`src/rtl/noc_pkg.sv`:
```
// Shared types and helpers for the mesh-router input stage.
// Holds the flit type encoding, output port indices and the XY route function.
package noc_pkg;

    typedef enum logic [1:0] {
        FT_HEAD   = 2'b00,
        FT_BODY   = 2'b01,
        FT_TAIL   = 2'b10,
        FT_SINGLE = 2'b11
    } flit_type_t;

    typedef enum logic {
        VC_IDLE   = 1'b0,
        VC_ACTIVE = 1'b1
    } vc_state_t;

    localparam int NUM_PORTS = 5;
    localparam int P_LOCAL   = 0;
    localparam int P_EAST    = 1;
    localparam int P_WEST    = 2;
    localparam int P_NORTH   = 3;
    localparam int P_SOUTH   = 4;

    function automatic logic is_head_type(input flit_type_t t);
        return (t == FT_HEAD) || (t == FT_SINGLE);
    endfunction

    function automatic logic is_tail_type(input flit_type_t t);
        return (t == FT_TAIL) || (t == FT_SINGLE);
    endfunction

    // The coordinate fields sit in the low 2*cw bits of a head flit: X above Y.
    function automatic logic [31:0] head_dest_x(input logic [31:0] lo, input int cw);
        return (lo >> cw) & ((32'd1 << cw) - 32'd1);
    endfunction

    function automatic logic [31:0] head_dest_y(input logic [31:0] lo, input int cw);
        return lo & ((32'd1 << cw) - 32'd1);
    endfunction

    // Dimension-ordered routing: resolve X fully before Y.
    function automatic logic [NUM_PORTS-1:0] xy_route(input logic [31:0] dx, input logic [31:0] dy,
                                                       input logic [31:0] mx, input logic [31:0] my);
        logic [NUM_PORTS-1:0] p;
        p = '0;
        if (dx > mx)      p[P_EAST]  = 1'b1;
        else if (dx < mx) p[P_WEST]  = 1'b1;
        else if (dy > my) p[P_NORTH] = 1'b1;
        else if (dy < my) p[P_SOUTH] = 1'b1;
        else              p[P_LOCAL] = 1'b1;
        return p;
    endfunction

endpackage

```
`src/rtl/noc_flit_fifo.sv`:
```
// Per-VC synchronous flit FIFO with a combinational head-of-queue view.
// A push into a full FIFO is accepted only when a pop frees a slot in the same cycle.
module noc_flit_fifo #(
    parameter int DATA_W = 35,
    parameter int DEPTH  = 4,
    localparam int AW    = $clog2(DEPTH),
    localparam int CW    = AW + 1
) (
    input  logic              clk,
    input  logic              RST,
    input  logic              i_push,
    input  logic [DATA_W-1:0] i_din,
    input  logic              i_pop,
    output logic [DATA_W-1:0] o_dout,
    output logic              o_full,
    output logic              o_empty,
    output logic [CW-1:0]     o_count
);

    logic [DATA_W-1:0] r_mem [DEPTH];
    logic [AW-1:0]     r_wptr;
    logic [AW-1:0]     r_rptr;
    logic [CW-1:0]     r_count;
    logic              w_do_push;
    logic              w_do_pop;

    assign o_full    = (r_count == CW'(DEPTH));
    assign o_empty   = (r_count == '0);
    assign o_count   = r_count;
    assign o_dout    = r_mem[r_rptr];
    assign w_do_pop  = i_pop && !o_empty;
    assign w_do_push = i_push && (!o_full || w_do_pop);

    always_ff @(posedge clk) begin
        if (w_do_push) begin
            r_mem[r_wptr] <= i_din;
        end
    end

    always_ff @(posedge clk or posedge RST) begin
        if (RST) begin
            r_wptr  <= '0;
            r_rptr  <= '0;
            r_count <= '0;
        end else begin
            if (w_do_push) r_wptr <= r_wptr + 1'b1;
            if (w_do_pop)  r_rptr <= r_rptr + 1'b1;
            case ({w_do_push, w_do_pop})
                2'b10:   r_count <= r_count + 1'b1;
                2'b01:   r_count <= r_count - 1'b1;
                default: r_count <= r_count;
            endcase
        end
    end

endmodule

```
`src/rtl/noc_vc_input_unit.sv`:
```
// Router input port: per-VC buffering, XY route lookup, packet lock and credit return.
// Each VC runs an IDLE/ACTIVE FSM; the route is latched from the head flit and held for the packet.
module noc_vc_input_unit
    import noc_pkg::*;
#(
    parameter int DATA_W  = 35,
    parameter int NUM_VC  = 2,
    parameter int DEPTH   = 4,
    parameter int COORD_W = 2,
    localparam int VC_W   = (NUM_VC > 1) ? $clog2(NUM_VC) : 1
) (
    input  logic                        clk,
    input  logic                        RST,
    input  logic [COORD_W-1:0]          MY_XPOS,
    input  logic [COORD_W-1:0]          MY_YPOS,
    input  logic [DATA_W-1:0]           IDATA,
    input  logic                        IVALID,
    input  logic [VC_W-1:0]             IVCH,
    output logic [NUM_VC-1:0]           OACK,
    output logic [NUM_VC-1:0]           OLCK,
    output logic [NUM_VC-1:0]           REQ_VALID,
    output logic [NUM_VC*NUM_PORTS-1:0] REQ_PORT,
    output logic [NUM_VC*DATA_W-1:0]    FLIT_OUT,
    input  logic [NUM_VC-1:0]           GRANT,
    output logic                        ERR
);

    localparam int CNT_W = $clog2(DEPTH) + 1;

    logic              w_bad_vc;
    logic [NUM_VC-1:0] w_err_vc;
    logic              r_err;

    // Out-of-range VC ids only exist when NUM_VC is not a power of two.
    generate
        if (NUM_VC < (1 << VC_W)) begin : g_vc_range
            assign w_bad_vc = IVALID && (32'(IVCH) >= NUM_VC);
        end else begin : g_vc_full_range
            assign w_bad_vc = 1'b0;
        end
    endgenerate

    generate
        for (genvar gi = 0; gi < NUM_VC; gi++) begin : g_vc
            logic                 w_push;
            logic                 w_pop;
            logic                 w_full;
            logic                 w_empty;
            logic [CNT_W-1:0]     w_count;
            logic [DATA_W-1:0]    w_front;
            flit_type_t           w_ftype;
            vc_state_t            r_state;
            vc_state_t            w_state_next;
            logic                 w_req_valid;
            logic                 w_gpop;
            logic                 w_discard;
            logic                 w_load_route;
            logic [NUM_PORTS-1:0] w_route_calc;
            logic [NUM_PORTS-1:0] r_route;
            logic                 r_oack;
            logic                 r_olck;

            assign w_push = IVALID && !w_bad_vc && (IVCH == VC_W'(gi));
            assign w_pop  = w_gpop || w_discard;

            noc_flit_fifo #(
                .DATA_W (DATA_W),
                .DEPTH  (DEPTH)
            ) u_fifo (
                .clk     (clk),
                .RST     (RST),
                .i_push  (w_push),
                .i_din   (IDATA),
                .i_pop   (w_pop),
                .o_dout  (w_front),
                .o_full  (w_full),
                .o_empty (w_empty),
                .o_count (w_count)
            );

            assign w_ftype      = flit_type_t'(w_front[DATA_W-1 -: 2]);
            assign w_route_calc = xy_route(head_dest_x(32'(w_front[2*COORD_W-1:0]), COORD_W),
                                           head_dest_y(32'(w_front[2*COORD_W-1:0]), COORD_W),
                                           32'(MY_XPOS), 32'(MY_YPOS));

            always_ff @(posedge clk or posedge RST) begin
                if (RST) r_state <= VC_IDLE;
                else     r_state <= w_state_next;
            end

            always_comb begin
                w_state_next = r_state;
                case (r_state)
                    VC_IDLE:   if (!w_empty && is_head_type(w_ftype)) w_state_next = VC_ACTIVE;
                    VC_ACTIVE: if (w_gpop && is_tail_type(w_ftype))   w_state_next = VC_IDLE;
                    default:   w_state_next = VC_IDLE;
                endcase
            end

            always_comb begin
                w_req_valid  = 1'b0;
                w_gpop       = 1'b0;
                w_discard    = 1'b0;
                w_load_route = 1'b0;
                case (r_state)
                    VC_IDLE: begin
                        w_load_route = !w_empty && is_head_type(w_ftype);
                        w_discard    = !w_empty && !is_head_type(w_ftype);
                    end
                    VC_ACTIVE: begin
                        w_req_valid = !w_empty;
                        w_gpop      = GRANT[gi] && !w_empty;
                    end
                    default: ;
                endcase
            end

            // A push to a full FIFO only counts as an error if nothing drains this cycle.
            assign w_err_vc[gi] = w_discard
                                || (GRANT[gi] && !w_req_valid)
                                || (w_push && w_full && !w_pop);

            always_ff @(posedge clk or posedge RST) begin
                if (RST) begin
                    r_route <= '0;
                    r_oack  <= 1'b0;
                    r_olck  <= 1'b0;
                end else begin
                    if (w_load_route) r_route <= w_route_calc;
                    r_oack <= w_pop;
                    if (w_gpop && w_ftype == FT_HEAD)      r_olck <= 1'b1;
                    else if (w_gpop && w_ftype == FT_TAIL) r_olck <= 1'b0;
                end
            end

            assign OACK[gi]                              = r_oack;
            assign OLCK[gi]                              = r_olck;
            assign REQ_VALID[gi]                         = w_req_valid;
            assign REQ_PORT[gi*NUM_PORTS +: NUM_PORTS]   = r_route;
            assign FLIT_OUT[gi*DATA_W +: DATA_W]         = (w_count != '0) ? w_front : '0;
        end
    endgenerate

    always_ff @(posedge clk or posedge RST) begin
        if (RST) r_err <= 1'b0;
        else     r_err <= r_err || w_bad_vc || (|w_err_vc);
    end

    assign ERR = r_err;

endmodule

```
`config.mk`:
```
export PLATFORM = sky130hd
export DESIGN_NAME = noc_vc_input_unit
export DESIGN_NICKNAME = d
export VERILOG_FILES = /design/src/rtl/noc_pkg.sv /design/src/rtl/noc_flit_fifo.sv /design/src/rtl/noc_vc_input_unit.sv
export SDC_FILE = /design/constraint.sdc
export NUM_CORES = 1
export LEC_CHECK = 0
export CORE_MARGIN = 3
export CORE_UTILIZATION = 56
export CTS_CLUSTER_DIAMETER = 200
export DETAILED_ROUTE_END_ITERATION = 10
export MAX_ROUTING_LAYER = met4
export PLACE_DENSITY = 0.78
export RECOVER_POWER = 50
export SLEW_MARGIN = 20
export SYNTH_ARGS = -nofsm -noshare
export SYNTH_HDL_FRONTEND = slang
export SYNTH_SLANG_ARGS = --single-unit
```
`constraint.sdc`:
```
create_clock -name clk -period 3.8 [get_ports clk]
set_input_delay 0.57 -clock clk [delete_from_list [all_inputs] [get_ports clk]]
set_output_delay 0.57 -clock clk [all_outputs]
set_load 0.05 [all_outputs]
```
==> flow_summary.yaml, run 1 <==
die:
  start_util_pct: 57.3
  die_area_um2: 24300
  core-area_um2: 22000
  die_w_um: 156
  fp.dieH_um: 156
  fp-row-count: 54
  io_pins: 132
grt:
  grt_pass1_vias: 7231
  grt_antenna_before_repair: 1
  gr-total-overflow: 0
  grt_pass1_wl_um: 41000
  grt_use_total_pct: 22.7
  grt_max_degree: 36
power_and_ir_drop:
  p_total_uw: 13900
  ir_drop_mv: 0.792
  pwr-share-comb_pct: 46.9
  p_leak_uw: 0.00525
  p_clk_share_pct: 20.6
  p_int_uw: 8310
  power_density_nw_per_um2: 911
  power_switching_uw: 5610
  swShare_pct: 40.3
  seqPwrFrac_pct: 32.5
sta:
  hold_violations: 0
  fin_tns_setup_ps: 0
  setup_ws_ps: 250
  worstMarginPinSlew_ps: 1220
  period_needed_ps: 3550
  grt_setup_unrepaired: "no"
  final-setup-viol-count: 0
  finClkSkew_ps: 23.8
  final.period_utilization_pct: 93.4
  fmax_mhz: 282
  drv_slew: 0
  slew_headroom_pct: 18.5
critical_path:
  start_kind: "flip-flop"
  r2r_start: "g_vc[1].u_fifo.r_rptr[1]$_DFFE_PP0P_"
  path_cells: "or3_1, buf_4, and2_1, clkdlybuf4s50_1"
  critPathMaxStageDelay_ps: 830
  r2r_slack_ps: 480
  crit_type: "reg -> out"
  crit_slowest_cell: "clkdlybuf4s50_1"
  cp-end-kind: "output pin"
  r2r_end: "g_vc[1].u_fifo.o_count[2]$_DFFE_PP0P_"
  worstPathRequired_ps: 3230
  critPathMaxFanout: 19
  arrival_ps: 2980
  rr_worst_depth: 10
min_path:
  holdPathEnd: "ERR$_DFF_PP0_"
  min-delay-start: "ERR$_DFF_PP0_"
  hold_depth: 1
  min_path_type: "reg -> reg"
synthesis:
  ys_warn_count: 0
  syn_nets: 728
  avgSynthCellArea_um2: 19.1
  synth_area_um2: 12600
  synth_seq_area_share_pct: 72.9
  async_flop_share_pct: 9.97
  synth.ff_latch_count: 311
  syn_inst: 659
  synth_cell_types: 47
  synth_edf_count: 280
  synthFlopType: "edfxtp_1"
detailed_routing:
  postRouteAntennaNets: 0
  vias: 6567
  wl_per_cell_um: 23.0
  drtIter0Drc: 434
  vias_per_cell: 5.88
  highest_layer: "met4"
  drtPass1Iterations: 6
  wl_met1_um: 10500
  routed_wl_um: 25700
  drc: 0
  wl_met2_um: 13000
  wl_met3_um: 1510
placement:
  portBuffers: 131
  dp_hpwl_um: 16200
  dp_cells: 1059
  pre_cts_ws_ps: 492
  place_congestion: 0.772
cells_and_area:
  postLayoutCoreUtil_pct: 69.6
  layout_commonest_cell: "edfxtp_1"
  mostFrequentLayoutCells: "280 x edfxtp_1, 80 x clkdlybuf4s50_1, 70 x mux4_2"
  drive_gt1_share_pct: 18.7
  area_growth_pct: 21.3
  final_nets: 881
  fillers: 1348
  fin_cells: 1117
clock_tree:
  cts_buffers: 31
  clkLatencyLatePin_ps: 560
  cts_tree: "done"
  cts.clk_slew.worst_paths_ps: 60
  cts-hold-fix-buffers: 0
  h-tree-depth: 1
  cts_setup_buffers: 0
  cts_resized: 0
  clock-root-buffer: "clkbuf_16"
  cts.path.max_buffers: 3
  clock-sinks: 311
job:
  max_cap_viol_count: 0
status:
  status: "complete, no violations"
==> Yosys cell counts, types with 2 or more instances <==
library cell | number | share of area (%)
edfxtp_1 | 280 | 67
and2_1 | 71 | 3.5
mux4_2 | 70 | 13
dfrtp_1 | 31 | 6.2
nor2_1 | 23 | 0.69
ha_1 | 22 | 2.2
inv_1 | 22 | 0.66
nand2_1 | 21 | 0.63
clkbuf_1 | 14 | 0.42
buf_2 | 11 | 0.44
buf_4 | 8 | 0.48
nand3_1 | 8 | 0.32
or3_1 | 8 | 0.40
xnor2_1 | 8 | 0.56
a21oi_1 | 6 | 0.24
mux2_2 | 6 | 0.54
o211ai_1 | 6 | 0.36
o21ai_0 | 5 | 0.20
nor3_2 | 3 | 0.24
a31oi_1 | 2 | 0.099
a32oi_1 | 2 | 0.14
fa_1 | 2 | 0.32
mux2i_1 | 2 | 0.16
nor2b_1 | 2 | 0.099
o22a_1 | 2 | 0.14
o31a_1 | 2 | 0.14
xor2_1 | 2 | 0.14
==> worst max path at each step <==
| stage | start | endpoint | slack (ps) | cells past startpoint |
|---|---|---|---|---|
| after CTS | g_vc[1].u_fifo.o_count[2]$_DFFE_PP0P_ | FLIT_OUT[49] | 170 | 4 |
| after global routing | g_vc[1].u_fifo.o_count[2]$_DFFE_PP0P_ | FLIT_OUT[51] | 30 | 4 |
| after global placement | g_vc[0].u_fifo.r_rptr[1]$_DFFE_PP0P_ | g_vc[0].u_fifo.o_count[2]$_DFFE_PP0P_ | 700 | 10 |
| after floorplan | g_vc[1].u_fifo.r_rptr[0]$_DFFE_PP0P_ | g_vc[1].u_fifo.r_mem[0][0]$_DFFE_PP_ | 580 | 7 |
| final | g_vc[1].u_fifo.o_count[2]$_DFFE_PP0P_ | FLIT_OUT[49] | 250 | 4 |
| after detailed placement | g_vc[1].u_fifo.r_rptr[1]$_DFFE_PP0P_ | g_vc[1].u_fifo.o_count[2]$_DFFE_PP0P_ | 490 | 10 |
==> kinds of logic after synthesis <==
kind of cell / share of synthesized area, %
compound gates: 2.34
xor+xnor: 0.696
fa+ha+maj: 2.50
buf+inv: 2.08
flops: 72.9
mux: 13.2
simple gates: 6.24
==> layout make-up <==
cell class,count,area (um^2),share of cell area (%)
Sequential cell,311,9190,60.1
Multi-Input combinational cell,292,3130,20.5
Timing Repair Buffer,154,1560,10.2
Clock buffer,35,791,5.18
Tap cell,280,350,2.29
Clock inverter,22,171,1.12
Inverter,22,82.6,0.541
Antenna cell,1,2.50,0.0164
==> power groups by stage <==
| stage | Combinational (uW) | Clock, uW | Sequential, uW |
|---|---|---|---|
| 2_1_floorplan | 4570 | 0 | 4560 |
| 3_3_place_gp | 6490 | 0 | 4540 |
| 3_5_place_dp | 6630 | 0 | 4590 |
| 4_1_cts | 6670 | 2920 | 4530 |
| 5_1_grt | 6920 | 3070 | 4570 |
| 6_report | 6530 | 2870 | 4520 |
==> sequential cells by signal, summed over array words and instances, names as in the netlist <==
register	cells
ERR	1
g_vc.r_oack	2
g_vc.r_olck	2
g_vc.r_route	10
g_vc.r_state	2
g_vc.u_fifo.o_count	6
g_vc.u_fifo.r_mem	280
g_vc.u_fifo.r_rptr	4
g_vc.u_fifo.r_wptr	4
==> critical path: cells and delay by family, from the launching register on <==
| kind | cells | cell delay (ps) |
|---|---|---|
| DFF | 1 | 480 |
| buffers and inverters | 2 | 1170 |
| and+or+nand+nor | 2 | 770 |
==> metal layers <==
metal  track usage [%]  up-vias
met5                 -        -
li1                  -     2886
met2              37.1      219
met3              4.44       52
met1              29.6     3410
met4              6.14        0
==> per-stage QoR <==
step	hold WS [ps]	area [um^2]
6_report	467	15300
5_1_grt	495	15300
4_1_cts	447	15300
3_5_place_dp	465	14400
3_3_place_gp	460	14400
2_1_floorplan	482	12600
Note: power is estimated with default switching activity, not from simulation.
==> run 2: changes to the inputs <==
--- a/config.mk
+++ b/config.mk
@@ -6,11 +6,12 @@
 export NUM_CORES = 1
 export LEC_CHECK = 0
 export CORE_MARGIN = 3
-export CORE_UTILIZATION = 56
+export CORE_UTILIZATION = 58
+export CTS_BUF_LIST = sky130_fd_sc_hd__clkbuf_8
 export CTS_CLUSTER_DIAMETER = 200
 export DETAILED_ROUTE_END_ITERATION = 10
 export MAX_ROUTING_LAYER = met4
-export PLACE_DENSITY = 0.78
+export PLACE_DENSITY = 0.8
 export RECOVER_POWER = 50
 export SLEW_MARGIN = 20
 export SYNTH_ARGS = -nofsm -noshare
==> constraint.sdc (replaced) <==
create_clock -name clk -period 3.73 [get_ports clk]
set_input_delay 0.5595 -clock clk [delete_from_list [all_inputs] [get_ports clk]]
set_output_delay 0.5595 -clock clk [all_outputs]
set_load 0.05 [all_outputs]
==> run 2 against run 1 <==
First-iteration DRC count increased by 15%. Count of clock-buffer cells in the layout increased by 14. Routed wire length increased by 3.1%. Register-to-register slack got worse by 190 ps. Final cell count increased by 2.5%. Combinational power increased by 3.7%. Critical path depth unchanged. Utilization increased by 2.1 points. Critical endpoint is now REQ_VALID[1].
==> flow_summary.yaml, run 2 (same netlist as run 1, synthesis figures left out) <==
die:
  fp.dieH_um: 153
  fp-row-count: 53
  die_w_um: 153
  io_pins: 132
  core-area_um2: 21200
  start_util_pct: 59.5
  die_area_um2: 23500
placement:
  dp_hpwl_um: 16600
  placed_area_um2: 14300
  portBuffers: 131
  dp_cells: 1057
  place_congestion: 0.810
status:
  status: "complete, no violations"
cells_and_area:
  fin_cells: 1145
  multi_input_area_um2: 3150
  postLayoutCoreUtil_pct: 71.7
  largest-register: "g_vc.u_fifo.r_mem"
  final_area_um2: 15200
  drive_gt1_share_pct: 20.4
  mostFrequentLayoutCells: "280 x edfxtp_1, 79 x clkdlybuf4s50_1, 70 x mux4_2"
  largest_reg_flops: 280
  layout_commonest_cell: "edfxtp_1"
  fillers: 1258
  final_nets: 901
  area_growth_pct: 20.4
  seq_area_um2: 9190
detailed_routing:
  drtIter0Drc: 499
  postRouteAntennaNets: 0
  vias_per_cell: 5.87
  drc: 0
  routed_wl_um: 26500
  vias: 6725
  drtPass1Iterations: 5
  wl_per_cell_um: 23.1
critical_path:
  rr_worst_depth: 11
  start_kind: "flip-flop"
  cp-end-kind: "output pin"
  arrival_ps: 2950
  crit_family: "buffers and inverters"
  crit_slowest_cell: "or3_2"
  path_buf_inv: 2
  critPathMaxStageDelay_ps: 730
  critPathMaxFanout: 22
  worstPathRequired_ps: 3170
  path_cells: "or3_2, buf_4, and2_2, clkdlybuf4s50_1"
  path_depth: 4
  crit_type: "reg -> out"
clock_tree:
  clkLatencyLatePin_ps: 560
  clock-root-buffer: "clkbuf_8"
  cts_tree: "done"
  cts.path.max_buffers: 3
  clock-sinks: 311
  cts.clk_slew.worst_paths_ps: 60
  cts_buffers: 48
  h-tree-depth: 2
min_path:
  hold_depth: 1
  min_path_type: "reg -> reg"
power_and_ir_drop:
  swShare_pct: 41.4
  ir_drop_mv: 0.832
  p_int_uw: 8090
  pwr-share-comb_pct: 49.0
  p_clk_share_pct: 18.2
  power_switching_uw: 5730
  seqPwrFrac_pct: 32.8
  p_leak_uw: 0.00530
  power_density_nw_per_um2: 912
sta:
  fin_tns_setup_ps: 0
  drv_slew: 0
  finClkSkew_ps: 38.0
  final.period_utilization_pct: 94.2
  final-setup-viol-count: 0
  hold_violations: 0
  period_needed_ps: 3510
  slew_headroom_pct: 44.8
  fmax_mhz: 285
  grt_setup_unrepaired: "no"
  worstMarginPinSlew_ps: 827
grt:
  grt_antenna_before_repair: 4
  grt_use_total_pct: 23.7
  grt_pass1_wl_um: 41600
  grt_max_degree: 25
  grt_pass1_vias: 7271
  gr-total-overflow: 0
job:
  max_cap_viol_count: 0
## run 2: worst reg2reg max path: stages, from the launching register on
cell	delay, ps
dfrtp_1	430
mux4_2	550
inv_1	130
ha_1	230
mux2i_1	90
clkbuf_1	190
nor2_1	300
nand2_1	150
fa_1	510
or3_1	410
a32oi_1	190
o21ai_0	120
## run 2: what timing repair did
item,in CTS,in global routing
resized for setup,0,2
setup buffers,0,0
hold buffers,0,0
setup endpoints to repair,0,20
## run 2: area by class of cell
class                           count  area share [%]
Timing Repair Buffer              157            10.1
Clock inverter                     35            1.13
Tap cell                          275            2.27
Clock buffer                       49            4.45
Inverter                           22           0.545
Sequential cell                   311            60.6
Multi-Input combinational cell    292            20.8
Antenna cell                        4          0.0660
## run 2: metal layers
layer / part of all wire (%) / global-route usage (%)
met2: 50 / 38.2
met4: 2.3 / 7.82
met5: 0 / -
met1: 41 / 30.8
met3: 6.8 / 5.01
## run 2: power groups by stage
stage	clock network [uW]	registers, uW	logic [uW]
floorplan	0	4650	4660
global placement	0	4550	6700
detailed placement	0	4600	6830
CTS	2580	4540	6870
global route	2730	4580	7150
finish	2520	4530	6770
## run 2: worst paths after layout
kind / from / endpoint / slack, ps
max in group asynchronous: RST / g_vc[0].r_route[2]$_DFFE_PP0P_ / 2040
min in group asynchronous: RST / g_vc[0].u_fifo.r_wptr[0]$_DFFE_PP0P_ / 630
hold / removal: g_vc[0].r_route[1]$_DFFE_PP0P_ / g_vc[0].r_route[1]$_DFFE_PP0P_ / 480
hold reg to reg: g_vc[0].r_route[1]$_DFFE_PP0P_ / g_vc[0].r_route[1]$_DFFE_PP0P_ / 480
setup / recovery: g_vc[1].u_fifo.o_count[0]$_DFFE_PP0P_ / REQ_VALID[1] / 220
setup reg to reg: g_vc[0].u_fifo.r_rptr[0]$_DFFE_PP0P_ / g_vc[0].u_fifo.o_count[2]$_DFFE_PP0P_ / 290
## run 2: per-stage QoR
stage	setup WS (ps)	total power [uW]	hold WS (ps)
floorplan	510	9310	482
finish	216	13800	484
CTS	14.6	14000	472
global route	37.6	14500	513
global placement	622	11300	458
detailed placement	447	11400	477
==> run 3: changes to the inputs <==
--- a/config.mk
+++ b/config.mk
@@ -6,12 +6,13 @@
 export NUM_CORES = 1
 export LEC_CHECK = 0
 export CORE_MARGIN = 3
-export CORE_UTILIZATION = 58
+export CORE_UTILIZATION = 53
 export CTS_BUF_LIST = sky130_fd_sc_hd__clkbuf_8
 export CTS_CLUSTER_DIAMETER = 200
+export CTS_CLUSTER_SIZE = 10
 export DETAILED_ROUTE_END_ITERATION = 10
 export MAX_ROUTING_LAYER = met4
-export PLACE_DENSITY = 0.8
+export PLACE_DENSITY = 0.77
 export RECOVER_POWER = 50
 export SLEW_MARGIN = 20
 export SYNTH_ARGS = -nofsm -noshare
==> constraint.sdc (replaced) <==
create_clock -name clk -period 3.2 [get_ports clk]
set_input_delay 0.48 -clock clk [delete_from_list [all_inputs] [get_ports clk]]
set_output_delay 0.48 -clock clk [all_outputs]
set_load 0.05 [all_outputs]
==> run 3 against run 2 <==
Sequential power grew 16%. Critical path depth grew 6. Sequential share of layout area grew 1.2 points. Largest power group unchanged.
==> flow_summary.yaml, run 3 (same netlist as run 1, synthesis figures left out) <==
status:
  status: "complete, no violations"
grt:
  grt_pass1_vias: 7050
  grt_max_degree: 36
  gr-total-overflow: 0
  grt_pass1_wl_um: 40700
  grt_use_total_pct: 21.1
  grt_antenna_before_repair: 4
sta:
  fmax_mhz: 325
  finClkSkew_ps: 26.6
  final.period_utilization_pct: 96.3
  fin_tns_setup_ps: 0
  period_needed_ps: 3080
  whs_ps: 410
  grt_setup_unrepaired: "no"
  drv_slew: 0
  hold_violations: 0
  slew_headroom_pct: 17.7
  final-setup-viol-count: 0
  worstMarginPinSlew_ps: 1230
critical_path:
  arrival_ps: 3480
  path_buf_inv: 1
  worstPathRequired_ps: 3600
  critPathMaxFanout: 5
  crit_type: "reg -> reg"
  crit_family: "simple AND/OR/NAND/NOR gates"
  start_kind: "flip-flop"
  cp-end-kind: "flip-flop"
  crit_slowest_cell: "mux4_2"
  critPathMaxStageDelay_ps: 550
  path_cells: "mux4_2, inv_1, ha_4, mux2i_1, nor2_1, nand2_1, fa_1, or3_1, a32oi_1, o21ai_0"
cells_and_area:
  fillers: 1568
  final_nets: 892
  drive_gt1_share_pct: 26.9
  layout_commonest_cell: "edfxtp_1"
  area_growth_pct: 18.1
  final_area_um2: 14900
  largest_reg_flops: 280
  mostFrequentLayoutCells: "280 x edfxtp_1, 80 x buf_4, 70 x mux4_2"
  fin_cells: 1160
  largest-register: "g_vc.u_fifo.r_mem"
placement:
  dp_hpwl_um: 16500
  placed_area_um2: 14300
  portBuffers: 131
  place_congestion: 0.863
  dp_cells: 1097
die:
  fp-row-count: 55
  die_area_um2: 25600
  core-area_um2: 23000
  fp.dieH_um: 160
  die_w_um: 160
  start_util_pct: 54.8
  io_pins: 132
power_and_ir_drop:
  power_density_nw_per_um2: 1040
  p_total_uw: 15400
  ir_drop_mv: 0.793
  p_leak_uw: 0.00527
detailed_routing:
  routed_wl_um: 25600
  postRouteAntennaNets: 0
  vias: 6593
  drtIter0Drc: 482
  drc: 0
  wl_per_cell_um: 22.0
  vias_per_cell: 5.68
  drtPass1Iterations: 5
clock_tree:
  cts_setup_buffers: 0
  cts.clk_slew.worst_paths_ps: 70
  cts-hold-fix-buffers: 0
  h-tree-depth: 2
  clkLatencyLatePin_ps: 540
  cts.path.max_buffers: 3
  clock-root-buffer: "clkbuf_8"
  clock-sinks: 311
  cts_tree: "done"
  cts_buffers: 37
job:
  max_cap_viol_count: 0
min_path:
  min_path_type: "in -> async"
[run 3: cell count changes in the layout (fill, tap and decap cells not counted), sizes merged]
cell and change:
clkbuf -12, buf +66, diode -2, bufinv -1
clkinv -13, clkdlybuf4s50 -67, dlygate4sd3 -1, dlygate4sd2 +4
inv +3
[run 3: cell type report]
type	count	area, um^2	area share [%]
antenna	2	5.00	0.0337
clock buffer	37	509	3.42
clock inverter	24	109	0.732
inverter	22	82.6	0.555
multi-input combinational	292	3150	21.2
sequential	311	9190	61.8
tap	313	392	2.63
timing repair buffer	159	1440	9.68
[run 3: routing by layer]
metal  vias to the layer above  GRT usage (%)  part of all wire (%)
met1                      3421           28.5                    42
li1                       2911              -                     -
met5                         -              -                     0
met3                        39           3.79                   5.7
met2                       222           34.4                    51
met4                         0           4.26                   1.3
[run 3: metrics by stage]
stage | worst slack [ps] | utilization (%)
after floorplan | 5.09 | -
after global placement | 337 | 62.1
after detailed placement | 184 | 62.1
after CTS | 164 | 64.8
after global routing | 8.08 | 64.7
final | 120 | 64.7
[run 3: report_power, final]
part | total (uW) | internal [uW] | switching (uW)
logic | 7720 | 2750 | 4960
registers | 5270 | 5010 | 261
clock network | 2410 | 1090 | 1320
[run 3: worst paths after layout]
path                       slack (ps)                               endpoint  cells past startpoint                            startpoint
hold / removal                    410  g_vc[1].u_fifo.o_count[1]$_DFFE_PP0P_                      2                                   RST
setup / recovery                  120  g_vc[0].u_fifo.o_count[2]$_DFFE_PP0P_                     10  g_vc[0].u_fifo.r_rptr[0]$_DFFE_PP0P_
hold reg to reg                   480         g_vc[1].r_route[4]$_DFFE_PP0P_                      2        g_vc[1].r_route[4]$_DFFE_PP0P_
setup reg to reg                  120  g_vc[0].u_fifo.o_count[2]$_DFFE_PP0P_                     10  g_vc[0].u_fifo.r_rptr[0]$_DFFE_PP0P_
min in group clk                  480         g_vc[1].r_route[4]$_DFFE_PP0P_                      2        g_vc[1].r_route[4]$_DFFE_PP0P_
max in group asynchronous        1280         g_vc[0].r_route[4]$_DFFE_PP0P_                      3                                   RST
[run 3: what timing repair did]
item,CTS,global route
cloned,0,0
hold endpoints to repair,0,0
setup endpoints to repair,4,1
gates resized for setup,7,1
